<file path="config.mk">
export PLATFORM = sky130hd
export DESIGN_NAME = gdp
export DESIGN_NICKNAME = d
export VERILOG_FILES = /design/src/rtl/gdp.sv
export SDC_FILE = /design/constraint.sdc
export NUM_CORES = 1
export LEC_CHECK = 0
export CAP_MARGIN = 20
export CELL_PAD_IN_SITES_DETAIL_PLACEMENT = 0
export CELL_PAD_IN_SITES_GLOBAL_PLACEMENT = 2
export CORE_MARGIN = 5
export CORE_UTILIZATION = 32
export CTS_BUF_LIST = sky130_fd_sc_hd__clkbuf_4 sky130_fd_sc_hd__clkbuf_8 sky130_fd_sc_hd__clkbuf_16
export CTS_CLUSTER_DIAMETER = 60
export CTS_CLUSTER_SIZE = 8
export DETAILED_ROUTE_END_ITERATION = 10
export PLACE_DENSITY = 0.84
export SLEW_MARGIN = 20
export SYNTH_ARGS = -nofsm -noshare
export SYNTH_HDL_FRONTEND = slang
export SYNTH_SLANG_ARGS = --single-unit
</file>
<file path="constraint.sdc">
create_clock -name clk -period 5.1 [get_ports clk]
set_input_delay 1.53 -clock clk [delete_from_list [all_inputs] [get_ports clk]]
set_output_delay 1.53 -clock clk [all_outputs]
set_load 0.1 [all_outputs]
</file>
<file path="src/rtl/gdp.sv">
// Sequential triangular-number engine: sum = 1 + 2 + ... + n (mod 2^WIDTH),
// built from a down-counter, an accumulator and a three-state controller.
module gdp #(
  parameter int WIDTH = 8
) (
  output logic [WIDTH-1:0] sum,
  input  logic             start,
  input  logic             restart,
  input  logic             clk,
  input  logic [WIDTH-1:0] nIn,
  output logic             displayRes
);

  typedef enum logic [1:0] {
    IDLE = 2'b00,
    ADD  = 2'b01,
    DONE = 2'b10
  } state_t;

  state_t           state_r;
  state_t           state_s;
  logic [WIDTH-1:0] cnt_r;
  logic [WIDTH-1:0] cnt_s;
  logic [WIDTH-1:0] acc_r;
  logic [WIDTH-1:0] acc_s;
  logic             done_r;

  // Next-state and datapath update; DONE only releases once start is seen low.
  always_comb begin
    state_s = state_r;
    cnt_s   = cnt_r;
    acc_s   = acc_r;
    case (state_r)
      IDLE: begin
        if (start) begin
          cnt_s   = nIn;
          acc_s   = {WIDTH{1'b0}};
          state_s = ADD;
        end else begin
          state_s = IDLE;
        end
      end
      ADD: begin
        if (cnt_r != {WIDTH{1'b0}}) begin
          acc_s   = acc_r + cnt_r;
          cnt_s   = cnt_r - {{(WIDTH-1){1'b0}}, 1'b1};
          state_s = ADD;
        end else begin
          state_s = DONE;
        end
      end
      DONE: begin
        if (start) begin
          state_s = DONE;
        end else begin
          state_s = IDLE;
        end
      end
      default: begin
        state_s = IDLE;
        cnt_s   = {WIDTH{1'b0}};
        acc_s   = {WIDTH{1'b0}};
      end
    endcase
  end

  // State, datapath and done-flag registers with asynchronous clear.
  always_ff @(posedge clk or posedge restart) begin
    if (restart) begin
      state_r <= IDLE;
      cnt_r   <= {WIDTH{1'b0}};
      acc_r   <= {WIDTH{1'b0}};
      done_r  <= 1'b0;
    end else begin
      state_r <= state_s;
      cnt_r   <= cnt_s;
      acc_r   <= acc_s;
      done_r  <= (state_s == DONE);
    end
  end

  assign sum        = acc_r;
  assign displayRes = done_r;

endmodule

</file>
==> results of run 1 <==
registers in the layout, summed over array words and instances, names as in the netlist:
name and cells:
cnt_r 8, displayRes 1, state_r 2, sum 8
worst max path at each step:
stage / slack, ns / depth (start not counted) / end
detailed placement: 1.68 / 5 / cnt_r[7]
global placement: 1.73 / 5 / cnt_r[7]
CTS: 1.70 / 1 / sum[1]
finish: 1.73 / 1 / sum[1]
floorplan: 2.61 / 0 / sum[1]
global route: 1.66 / 1 / sum[1]
logic make-up (layout without fill, tap and decap cells):
| logic type | Yosys count | in the layout | share of synthesized area (%) |
|---|---|---|---|
| compound gates | 48 | 48 | 25.4 |
| simple gates | 43 | 43 | 18.9 |
| flops | 19 | 19 | 37.6 |
| buf+inv | 12 | 29 | 5.04 |
| fa+ha+maj | 9 | 9 | 9.50 |
| xor+xnor | 4 | 4 | 2.77 |
| mux | 1 | 1 | 0.791 |
synthesized netlist by cell type, types with 2 or more instances:
cell type,instances
o21ai_1,5
ha_1,8
a21oi_1,10
nand2_1,15
dfrtp_1,19
o31ai_1,4
nand3b_1,3
buf_6,2
xnor2_1,4
a22o_1,5
o21ba_2,2
nor3_1,3
buf_2,3
nor2_1,8
inv_1,6
o21bai_1,2
a31oi_1,3
nor2b_1,6
o21a_1,2
a211oi_1,3
o21ai_0,6
area by class of cell:
| type | count | area [sq um] | area share [%] |
|---|---|---|---|
| clock buffer | 4 | 48.8 | 3.20 |
| inverter | 6 | 22.5 | 1.48 |
| timing repair buffer | 19 | 190 | 12.5 |
| sequential | 19 | 475 | 31.2 |
| tap | 48 | 60.1 | 3.94 |
| multi-input combinational | 105 | 726 | 47.7 |
per-layer routing:
layer,up-vias,GRT usage [%],part of all wire [%]
met5,-,0,0
met4,0,3.89,0
met3,0,2.89,5.0
met2,27,19.3,46
met1,498,16.9,49
li1,533,-,-
through the flow:
stage / util [%] / cells / instance area (sq um)
2_1_floorplan: - / 136 / 1260
3_3_place_gp: 39.4 / 197 / 1470
3_5_place_dp: 39.4 / 197 / 1470
4_1_cts: 40.7 / 201 / 1520
5_1_grt: 40.7 / 201 / 1520
6_report: 40.7 / 201 / 1520
worst min-delay path, delay by kind of cell (launching register included):
family / cells / cell delay (ns)
DFF: 1 / 0.38
and+or+nand+nor: 1 / 0.06
AOI/OAI and AO/OA: 1 / 0.05
==> out/metrics.yaml, run 1 <==
status: "complete, no violations"
crit_arrival_ns: 1.84
clock_sinks: 19
post_cts_buffers: 0
relSlewSlack_pct: 35.2
drtAntennaViolNets: 0
rsz0062_at_grt: "false"
crit_start: "sum[1]"
whs_path_depth: 2
synth_warnings: 0
ios: 20
htree_levels: 1
synth_cells: 136
path_cells: "clkdlybuf4s50_1"
viasPerCell: 5.26
hold_viol: 0
grt_max_degree: 24
dp_slack_ns: 1.68
synth_edf_count: 0
rows: 22
seq_area_frac_synth_pct: 37.6
synth_largest_area_cell: "dfrtp_1"
areaGrowthSynthToFinish_pct: 20.4
r2r-end: "cnt_r[7]"
overflow: 0
finalCriticalPeriod_ns: 3.37
clk_path_buf_depth: 2
r2r_cells: 7
antenna_found_initial: 0
worst_setup_path_end_kind: "output port"
slew_violations: 0
dr.pass1.iters: 4
r2r_start: "cnt_r[1]"
fin_tns_setup_ns: 0
grt_usage_pct: 12.4
port_buffers: 19
n_fill_cell: 408
worst_slew_pin_slew_ns: 0.969
antenna_cells: 0
skew_ns: 0.00789
drive_gt1_share_pct: 7.19
synth.distinct_cells: 38
drt_wl_total_um: 2920
hpwl_um: 2170
whs_ns: 0.526
postLayoutSetupSlackWorst_ns: 1.73
synth_nets: 156
cts_root_buf: "clkbuf_8"
grt_pass1_vias: 1077
core_sq_um: 3740
critPathBufInv: 1
required_ns: 3.57
syn_area_sq_um: 1260
drc: 0
max_stage_delay_ns: 1.16
worstSkewPairLatency_ns: 0.26
final_cell_mix: "19 x dfrtp_1, 19 x clkdlybuf4s50_1, 15 x nand2_1, 10 x a21oi_1"
grt_pass1_wl_um: 5230
period_share_pct: 66.1
synth_top_flop_cell: "dfrtp_1"
synth_area_leaders: "dfrtp_1 38%, ha_1 7.9%, nand2_1 4.5%"
chipWidth_um: 72.9
min_from: "sum[4]"
ys_ff_latch: 19
vias: 1058
start_kind: "flip-flop"
numCtsBuffers: 3
synthArstFlopShare_pct: 100
cts_resized: 0
initial_core_util_pct: 33.8
max_cap_violations: 0
die-area_sq_um: 5310
layout.nets: 174
synth_top_area_share_pct: 37.6
gp_congestion: 0.724
hold_path.class: "reg2reg"
setup_viol: 0
reg2reg_slack_ns: 2.70
cts_hold_buf: 0
die_h_um: 72.9
min_to: "sum[4]"
cts_tree: "built"
crit_fanout: 4
synth_area_per_cell_sq_um: 9.30
slowest_stage: "clkdlybuf4s50_1"
critPathKind: "reg2out"
max_freq_mhz: 296
clk_pin_slew_ns: 0.07
crit_family: "buffers and inverters"
drtIter0Drc: 54
detail_route.wl_per_cell_um: 14.5
Power of run 1 is left out: the tool's default activity adds up to more than one toggle a clock period on the data nets, which glitch-free logic cannot reach.
==> run 2, diff against run 1 <==
Clock period 5.1 ns to 3.5 ns, I/O delays scaled along.
==> run 2 against run 1 <==
First-iteration DRC count decreased by 26%. Worst hold slack lost 0.0040 ns. Final cell count grew 0.50%. Count of clock-buffer cells in the layout is the same. Final area decreased by 0.99%. Via count is 3.4% higher. Non-clock buffer count increased by 1. Critical endpoint is now cnt_r[0].
==> out/metrics.yaml, run 2 (same netlist as run 1, synthesis figures left out) <==
antenna_cells: 0  # unchanged
max_cap_violations: 0  # unchanged
min_to: "sum[2]"  # was sum[4]
die-area_sq_um: 5310  # unchanged
required_ns: 3.69  # was 3.57 ns
worst_setup_path_end_kind: "flip-flop"  # was output port
slew_violations: 0  # unchanged
worstSkewPairLatency_ns: 0.26  # about the same
grt_usage_pct: 12.5  # was 12.4%
drtAntennaViolNets: 0  # unchanged
fin_area_sq_um: 1510  # was 1520 sq um
period_share_pct: 76.3
dpl-instance-area_sq_um: 1460  # was 1470 sq um
setup_viol: 0  # unchanged
cts_tree: "built"  # unchanged
gp_congestion: 0.768  # was 0.724
multi_input_area_sq_um: 726  # unchanged
globalRouteMet3Util_pct: 2.34  # was 2.89%
ios: 20  # unchanged
drive_gt1_share_pct: 13.6  # was 7.19%
hpwl_um: 2280  # was 2170 um
final_cells: 202  # was 201
grt_pass1_vias: 1098  # was 1077
min_from: "sum[2]"  # was sum[4]
cts_hold_buf: 0  # unchanged
dr.pass1.iters: 5  # was 4
finalCriticalPeriod_ns: 2.67
clock_sinks: 19  # unchanged
crit_fanout: 15  # was 4
r2r-end: "cnt_r[2]"  # was cnt_r[7]
cts_resized: 0  # unchanged
numCtsBuffers: 3  # unchanged
grt-busiest-layer: "met2"  # unchanged
worst_slew_pin_slew_ns: 0.759  # was 0.969 ns
drc: 0  # unchanged
start_kind: "input port"  # was flip-flop
clk_pin_slew_ns: 0.08  # was 0.07 ns
max_freq_mhz: 374
initial_core_util_pct: 33.8  # unchanged
grt_pass1_wl_um: 5260  # was 5230 um
layout.nets: 175  # was 174
critPathKind: "in2reg"  # was reg2out
cts_root_buf: "clkbuf_8"  # unchanged
relSlewSlack_pct: 49.4  # was 35.2%
skew_ns: 0.00544  # was 0.00789 ns
detail_route.wl_per_cell_um: 15.1  # was 14.5 um
final_cell_mix: "19 x dfrtp_1, 15 x nand2_1, 10 x a21oi_1, 10 x clkdlybuf4s50_1, 10 x buf_4"  # was 19 x dfrtp_1, 19 x clkdlybuf4s50_1, 15 x nand2_1, 10 x a21oi_1
hold_viol: 0  # unchanged
clk_path_buf_depth: 2  # unchanged
met1_usage_pct: 16.8  # was 16.9%
post_cts_buffers: 0  # unchanged
crit_arrival_ns: 2.86  # was 1.84 ns
status: "complete, no violations"  # unchanged
drt_wl_total_um: 3060  # was 2920 um
die_h_um: 72.9  # unchanged
r2r_cells: 8  # was 7
rsz0062_at_grt: "false"  # unchanged
htree_levels: 1  # unchanged
grt_max_degree: 20  # was 24
r2r_start: "cnt_r[0]"  # was cnt_r[1]
port_buffers: 19  # unchanged
dp.cells: 198  # was 197
reg2reg_slack_ns: 1.20  # was 2.70 ns
n_fill_cell: 418  # was 408
drtIter0Drc: 40  # was 54
whs_path_depth: 2  # unchanged
grtUsageMet2_pct: 20.1  # was 19.3%
rows: 22  # unchanged
final_common_cell: "dfrtp_1"
viasPerCell: 5.42  # was 5.26
vias: 1094  # was 1058
antenna_found_initial: 0  # unchanged
fin_tns_setup_ns: 0  # unchanged
areaGrowthSynthToFinish_pct: 19.2  # was 20.4%
chipWidth_um: 72.9  # unchanged
core_sq_um: 3740  # unchanged
regArea_sq_um: 475  # unchanged
hold_path.class: "reg2reg"  # unchanged
overflow: 0  # unchanged
==> run 2: cell count changes in the layout (fill, tap and decap cells not counted), sizes merged <==
cell,change
buf,+10
clkdlybuf4s50,-9
==> run 2: worst max-delay path by stage <==
stage                           to  slack, ns  startpoint  cells after the start
after detailed placement  cnt_r[0]       0.57       start                      6
final                     cnt_r[0]       0.83       start                      6
after CTS                 cnt_r[0]       0.83       start                      6
after global routing      cnt_r[0]       0.71       start                      6
after global placement    cnt_r[0]       0.64       start                      6
after floorplan             sum[6]       1.05      sum[0]                      7
==> run 2: critical path: stages <==
cell and delay [ns]:
clkdlybuf4s50_1 0.53, nor2b_1 0.23, o22ai_2 0.20, buf_4 0.27, or4_1 0.49, o21ai_1 0.09
==> run 2: layout make-up <==
type	instances	share of cell area [%]
inverter	6	1.49
timing repair buffer	20	11.6
clock buffer	4	3.24
tap	48	3.98
multi-input combinational	105	48.1
sequential	19	31.5
==> run 2: routing by layer <==
metal / part of all wire, % / routed length [um]
met2: 47 / 1440
met3: 4.6 / 141
met5: 0 / 0
met1: 47 / 1440
met4: 1.1 / 34
==> run 2: stage by stage <==
step / hold WS (ns) / util (%) / worst slack (ns)
after floorplan: 0.519 / - / 1.05
after global placement: 0.502 / 39.0 / 0.645
after detailed placement: 0.513 / 39.0 / 0.567
after CTS: 0.531 / 40.3 / 0.833
after global routing: 0.554 / 40.3 / 0.710
final: 0.522 / 40.3 / 0.829
Power of run 2 is left out for the same reason.
==> run 3, diff against run 2 <==
Settings changed: CORE_UTILIZATION 32 to 29, PLACE_DENSITY 0.84 to 0.81.
Clock period 3.5 ns to 2.3 ns, I/O delays scaled along.
==> run 3 against run 2 <==
Final cell count grew 5.0%. Utilization shrank 3.7 points. Sequential share of layout area shrank 1.2 points. Non-clock buffer count grew 6. First-iteration DRC count grew 110%. Register-to-register slack lost 1.0 ns. Routed wire length grew 2.5%. Global-route usage shrank 0.70 points. Final area grew 4.2%. Sequential cell count is the same. Critical path depth grew 1. Clock skew shrank 0.0036 ns.
==> out/metrics.yaml, run 3 (same netlist as run 1, synthesis figures left out) <==
start_kind: "flip-flop"  # was input port
worst_slew_pin_slew_ns: 0.459  # was 0.759 ns
relSlewSlack_pct: 69.2  # was 49.4%
n_fill_cell: 452  # was 418
chipWidth_um: 76.0  # was 72.9 um
post_cts_buffers: 0  # unchanged
final_cell_mix: "18 x dfrtp_1, 15 x nand2_1, 15 x buf_4, 10 x a21oi_1, 10 x clkdlybuf4s50_1"  # was 19 x dfrtp_1, 15 x nand2_1, 10 x a21oi_1, 10 x clkdlybuf4s50_1, 10 x buf_4
clock_sinks: 19  # unchanged
slew_violations: 0  # unchanged
layout.nets: 181  # was 175
gp_congestion: 0.802  # was 0.768
finalCriticalPeriod_ns: 2.12
drt_wl_total_um: 3130  # was 3060 um
htree_levels: 1  # unchanged
detail_route.wl_per_cell_um: 14.8  # was 15.1 um
vias: 1107  # was 1094
cts_hold_buf: 0  # unchanged
drtIter0Drc: 86  # was 40
final_common_cell: "dfrtp_1"  # unchanged
max_freq_mhz: 472
worstSkewPairLatency_ns: 0.26  # about the same
cts_tree: "built"  # unchanged
overflow: 0  # unchanged
fin_area_sq_um: 1570  # was 1510 sq um
worst_setup_path_end_kind: "flip-flop"  # unchanged
cts_resized: 0  # unchanged
rows: 24  # was 22
clk_path_buf_depth: 2  # unchanged
finish.utilization_pct: 36.6  # was 40.3%
fin_tns_setup_ns: 0  # unchanged
drc: 0  # unchanged
drive_gt1_share_pct: 17.5  # was 13.6%
max_cap_violations: 0  # unchanged
areaGrowthSynthToFinish_pct: 24.2  # was 19.2%
setup_viol: 0  # unchanged
hold_viol: 0  # unchanged
dr.pass1.iters: 5  # unchanged
crit_fanout: 5  # was 15
grt_pass1_wl_um: 5650  # was 5260 um
rsz0062_at_grt: "false"  # unchanged
antenna_found_initial: 0  # unchanged
grt_usage_pct: 11.8  # was 12.5%
numCtsBuffers: 3  # unchanged
hold_path.class: "reg2reg"  # unchanged
grt_pass1_vias: 1214  # was 1098
core_sq_um: 4290  # was 3740 sq um
skew_ns: 0.00186  # was 0.00544 ns
die_h_um: 76.0  # was 72.9 um
antenna_cells: 0  # unchanged
status: "complete, no violations"  # unchanged
cts_root_buf: "clkbuf_8"  # unchanged
required_ns: 2.45  # was 3.69 ns
dpl-instance-area_sq_um: 1520  # was 1460 sq um
die-area_sq_um: 5780  # was 5310 sq um
ios: 20  # unchanged
period_share_pct: 92.1
viasPerCell: 5.22  # was 5.42
drtAntennaViolNets: 0  # unchanged
port_buffers: 19  # unchanged
clk_pin_slew_ns: 0.08  # about the same
initial_core_util_pct: 29.5  # was 33.8%
hpwl_um: 2360  # was 2280 um
critPathKind: "reg2reg"  # was in2reg
crit_arrival_ns: 2.27  # was 2.86 ns
grt_max_degree: 20  # unchanged
## run 3: changes by cell type in the layout (fill, tap and decap cells not counted)
cell,change
buf_4,+5
dfrtp_1,-1
buf_12,+1
dfrtp_2,+1
## run 3: routing by layer
layer / routed length (um) / share of wire, % / up-vias / GRT usage [%]
met5: 0 / 0 / - / 0
met4: 12 / 0.38 / 0 / 3.74
met3: 145 / 4.6 / 6 / 2.96
met2: 1400 / 45 / 26 / 18.2
met1: 1570 / 50 / 529 / 16.2
li1: - / - / 546 / -
## run 3: final cells by class
class                           count  area [sq um]  area share, %
Inverter                            6          22.5           1.43
Tap cell                           52          65.1           4.14
Multi-Input combinational cell    105           726           46.2
Timing Repair Buffer               26           233           14.8
Clock buffer                        4          48.8           3.11
Sequential cell                    19           477           30.3
## run 3: per-stage QoR
| step | hold slack (ns) | cells | worst slack (ns) |
|---|---|---|---|
| after global placement | 0.508 | 208 | 0.127 |
| final | 0.529 | 212 | 0.181 |
| after CTS | 0.532 | 212 | 0.187 |
| after floorplan | 0.519 | 136 | 0.0201 |
| after detailed placement | 0.513 | 208 | 0.0823 |
| after global routing | 0.562 | 212 | 0.0316 |
## run 3: path summary, 6_finish.rpt
| kind | from | to | slack [ns] | cells past startpoint |
|---|---|---|---|---|
| worst min register to register | sum[4] | sum[4] | 0.53 | 2 |
| max in group asynchronous | restart | sum[0] | 1.31 | 3 |
| worst max-delay path | cnt_r[0] | sum[6] | 0.18 | 7 |
| min in group asynchronous | restart | sum[6] | 0.76 | 3 |
| worst max register to register | cnt_r[0] | sum[6] | 0.18 | 7 |
| worst min-delay path | sum[4] | sum[4] | 0.53 | 2 |
## run 3: critical path: stages (launching register included)
cell and delay, ns:
dfrtp_1 0.43, ha_1 0.23, fa_1 0.43, a211oi_1 0.31
o21bai_1 0.14, a21oi_1 0.20, xnor2_1 0.08, a22o_1 0.19
Power of run 3 is left out for the same reason.
==> patch: new RTL, settings of run 3 <==
Register the inputs `start` and `nIn` before use, without a reset. The logic sees them one clock later.
--- a/src/rtl/gdp.sv
+++ b/src/rtl/gdp.sv
@@ -17,6 +17,14 @@
     DONE = 2'b10
   } state_t;
 
+  logic start_q;
+  logic [WIDTH-1:0] nIn_q;
+
+  always_ff @(posedge clk) begin
+    start_q <= start;
+    nIn_q   <= nIn;
+  end
+
   state_t           state_r;
   state_t           state_s;
   logic [WIDTH-1:0] cnt_r;
@@ -32,8 +40,8 @@
     acc_s   = acc_r;
     case (state_r)
       IDLE: begin
-        if (start) begin
-          cnt_s   = nIn;
+        if (start_q) begin
+          cnt_s   = nIn_q;
           acc_s   = {WIDTH{1'b0}};
           state_s = ADD;
         end else begin
@@ -50,7 +58,7 @@
         end
       end
       DONE: begin
-        if (start) begin
+        if (start_q) begin
           state_s = DONE;
         end else begin
           state_s = IDLE;
Check against the original RTL: not equivalent (a bounded check fails within 4 cycles, from zero or initial values).
==> patch against run 3 <==
Maximum frequency decreased by 4.8%; cell count is 13% higher; wire length increased by 5.9%; worst hold slack got worse by 36 ps; sequential cell count grew 9; count of clock-buffer cells in the layout unchanged; clock skew increased by 5.6 ps; synthesized area up 12%; worst setup slack worse by 110 ps; cell area rose by 16%; core utilization grew 1.9 points.
Power is not shown: default switching activity piles up to over one toggle a cycle in this logic, so the estimate is an artifact.
==> patch: results (changes against run 3) <==
route:
  wirelength_mm: 3.32  # +5.9%
  wl_met3_um: 123  # -15%
  vias_per_cell: 4.90  # -6.1%
  first_pass_iters: 4  # -1
  num_vias: 1172  # +5.9%
  drt_iter0_markers: 39  # -55%
synth:
  synth_compound_area_share_pct: 21.3  # -4.1 points
  synthMuxAreaShare_pct: 2.11  # +1.3 points
  async_reset_ff_share_pct: 67.9  # -32 points
  synth_xor_area_share_pct: 3.69  # +0.92 points
  syn-num-nets: 162  # +3.8%
  synthAdderAreaFrac_pct: 8.44  # -1.1 points
  ys_top_cells_by_count: "19 x dfrtp_1, 11 x a21oi_1, 11 x nand2_1"
  yosysSeqAreaShare_pct: 46.1  # +8.5 points
  synth_area_leaders: "dfrtp_1 33%, dfxtp_1 13%, ha_1 7.0%"
  syn_area_per_cell_um2: 10.0  # +7.7%
  synth.distinct_cells: 40  # +5.3%
global_routing:
  grt_max_degree: 17  # -15%
  grt_usage_pct: 11.7  # -0.12 points
  met2_usage_pct: 20.0  # +1.9 points
  use_met3_pct: 2.93  # -0.021 points
  met1_usage_pct: 14.3  # -1.9 points
  grt_pass1_vias: 1290  # +6.3%
  grt_first_pass_wirelength_mm: 5.84  # +3.3%
finish:
  area_share_clock_buf_inv_pct: 3.62  # +0.52 points
  multi_input_cells: 102  # -2.9%
  buffers: 32  # +23%
  buffer_area_share_pct: 15.4  # +0.57 points
  multi_input_area_um2: 718  # -1.0%
  fin_util_pct: 38.5  # +1.9 points
  finalNetCount: 193  # +6.6%
  seq_area_um2: 658  # +38%
cts:
  clkSinkCount: 28  # +9
  clk_latency_ps: 280  # +20 ps
worst_hold_path:
  hold_class: "reg2reg"
sta:
  fin_skew_ps: 7.49  # +5.63 ps
  slew_headroom_pct: 63.4  # -5.8 points
setup_path:
  arrival_ps: 2380  # +110 ps
  critPathMaxFanout: 6  # +1
  rrSetupSlack_ps: 70  # -110 ps
  crit_end: "cnt_r[4]$_DFFE_PP0P_"
  crit_family: "simple AND/OR/NAND/NOR gates"
placement:
  pre_cts_slack_ps: 37.7  # -44.6 ps
  gp_congestion: 0.904  # +13%
  place_inst: 234  # +13%
  hpwl_mm: 2.56  # +8.4%
  place_area_um2: 1750  # +15%
status:
  status: "finished, final reports clean"
==> patch: cell types whose count changed in the layout (fill, tap and decap cells not counted), sizes merged, moves of 3 or more <==
cell,run 3,this run
buf,16,22
dfxtp,0,9
nand2,16,11
nand3,1,4
nand3b,3,0
==> patch: how the worst min path moves through the flow <==
| stage | startpoint | end | slack (ps) | cells past startpoint |
|---|---|---|---|---|
| floorplan | nIn_q[7]$_DFF_P_ | cnt_r[7]$_DFFE_PP0P_ | 450 | 2 |
| global placement | nIn_q[7]$_DFF_P_ | cnt_r[7]$_DFFE_PP0P_ | 470 | 2 |
| detailed placement | nIn_q[7]$_DFF_P_ | cnt_r[7]$_DFFE_PP0P_ | 480 | 2 |
| CTS | nIn_q[7]$_DFF_P_ | cnt_r[7]$_DFFE_PP0P_ | 500 | 2 |
| global route | nIn_q[6]$_DFF_P_ | cnt_r[6]$_DFFE_PP0P_ | 550 | 2 |
| finish | nIn_q[7]$_DFF_P_ | cnt_r[7]$_DFFE_PP0P_ | 490 | 2 |
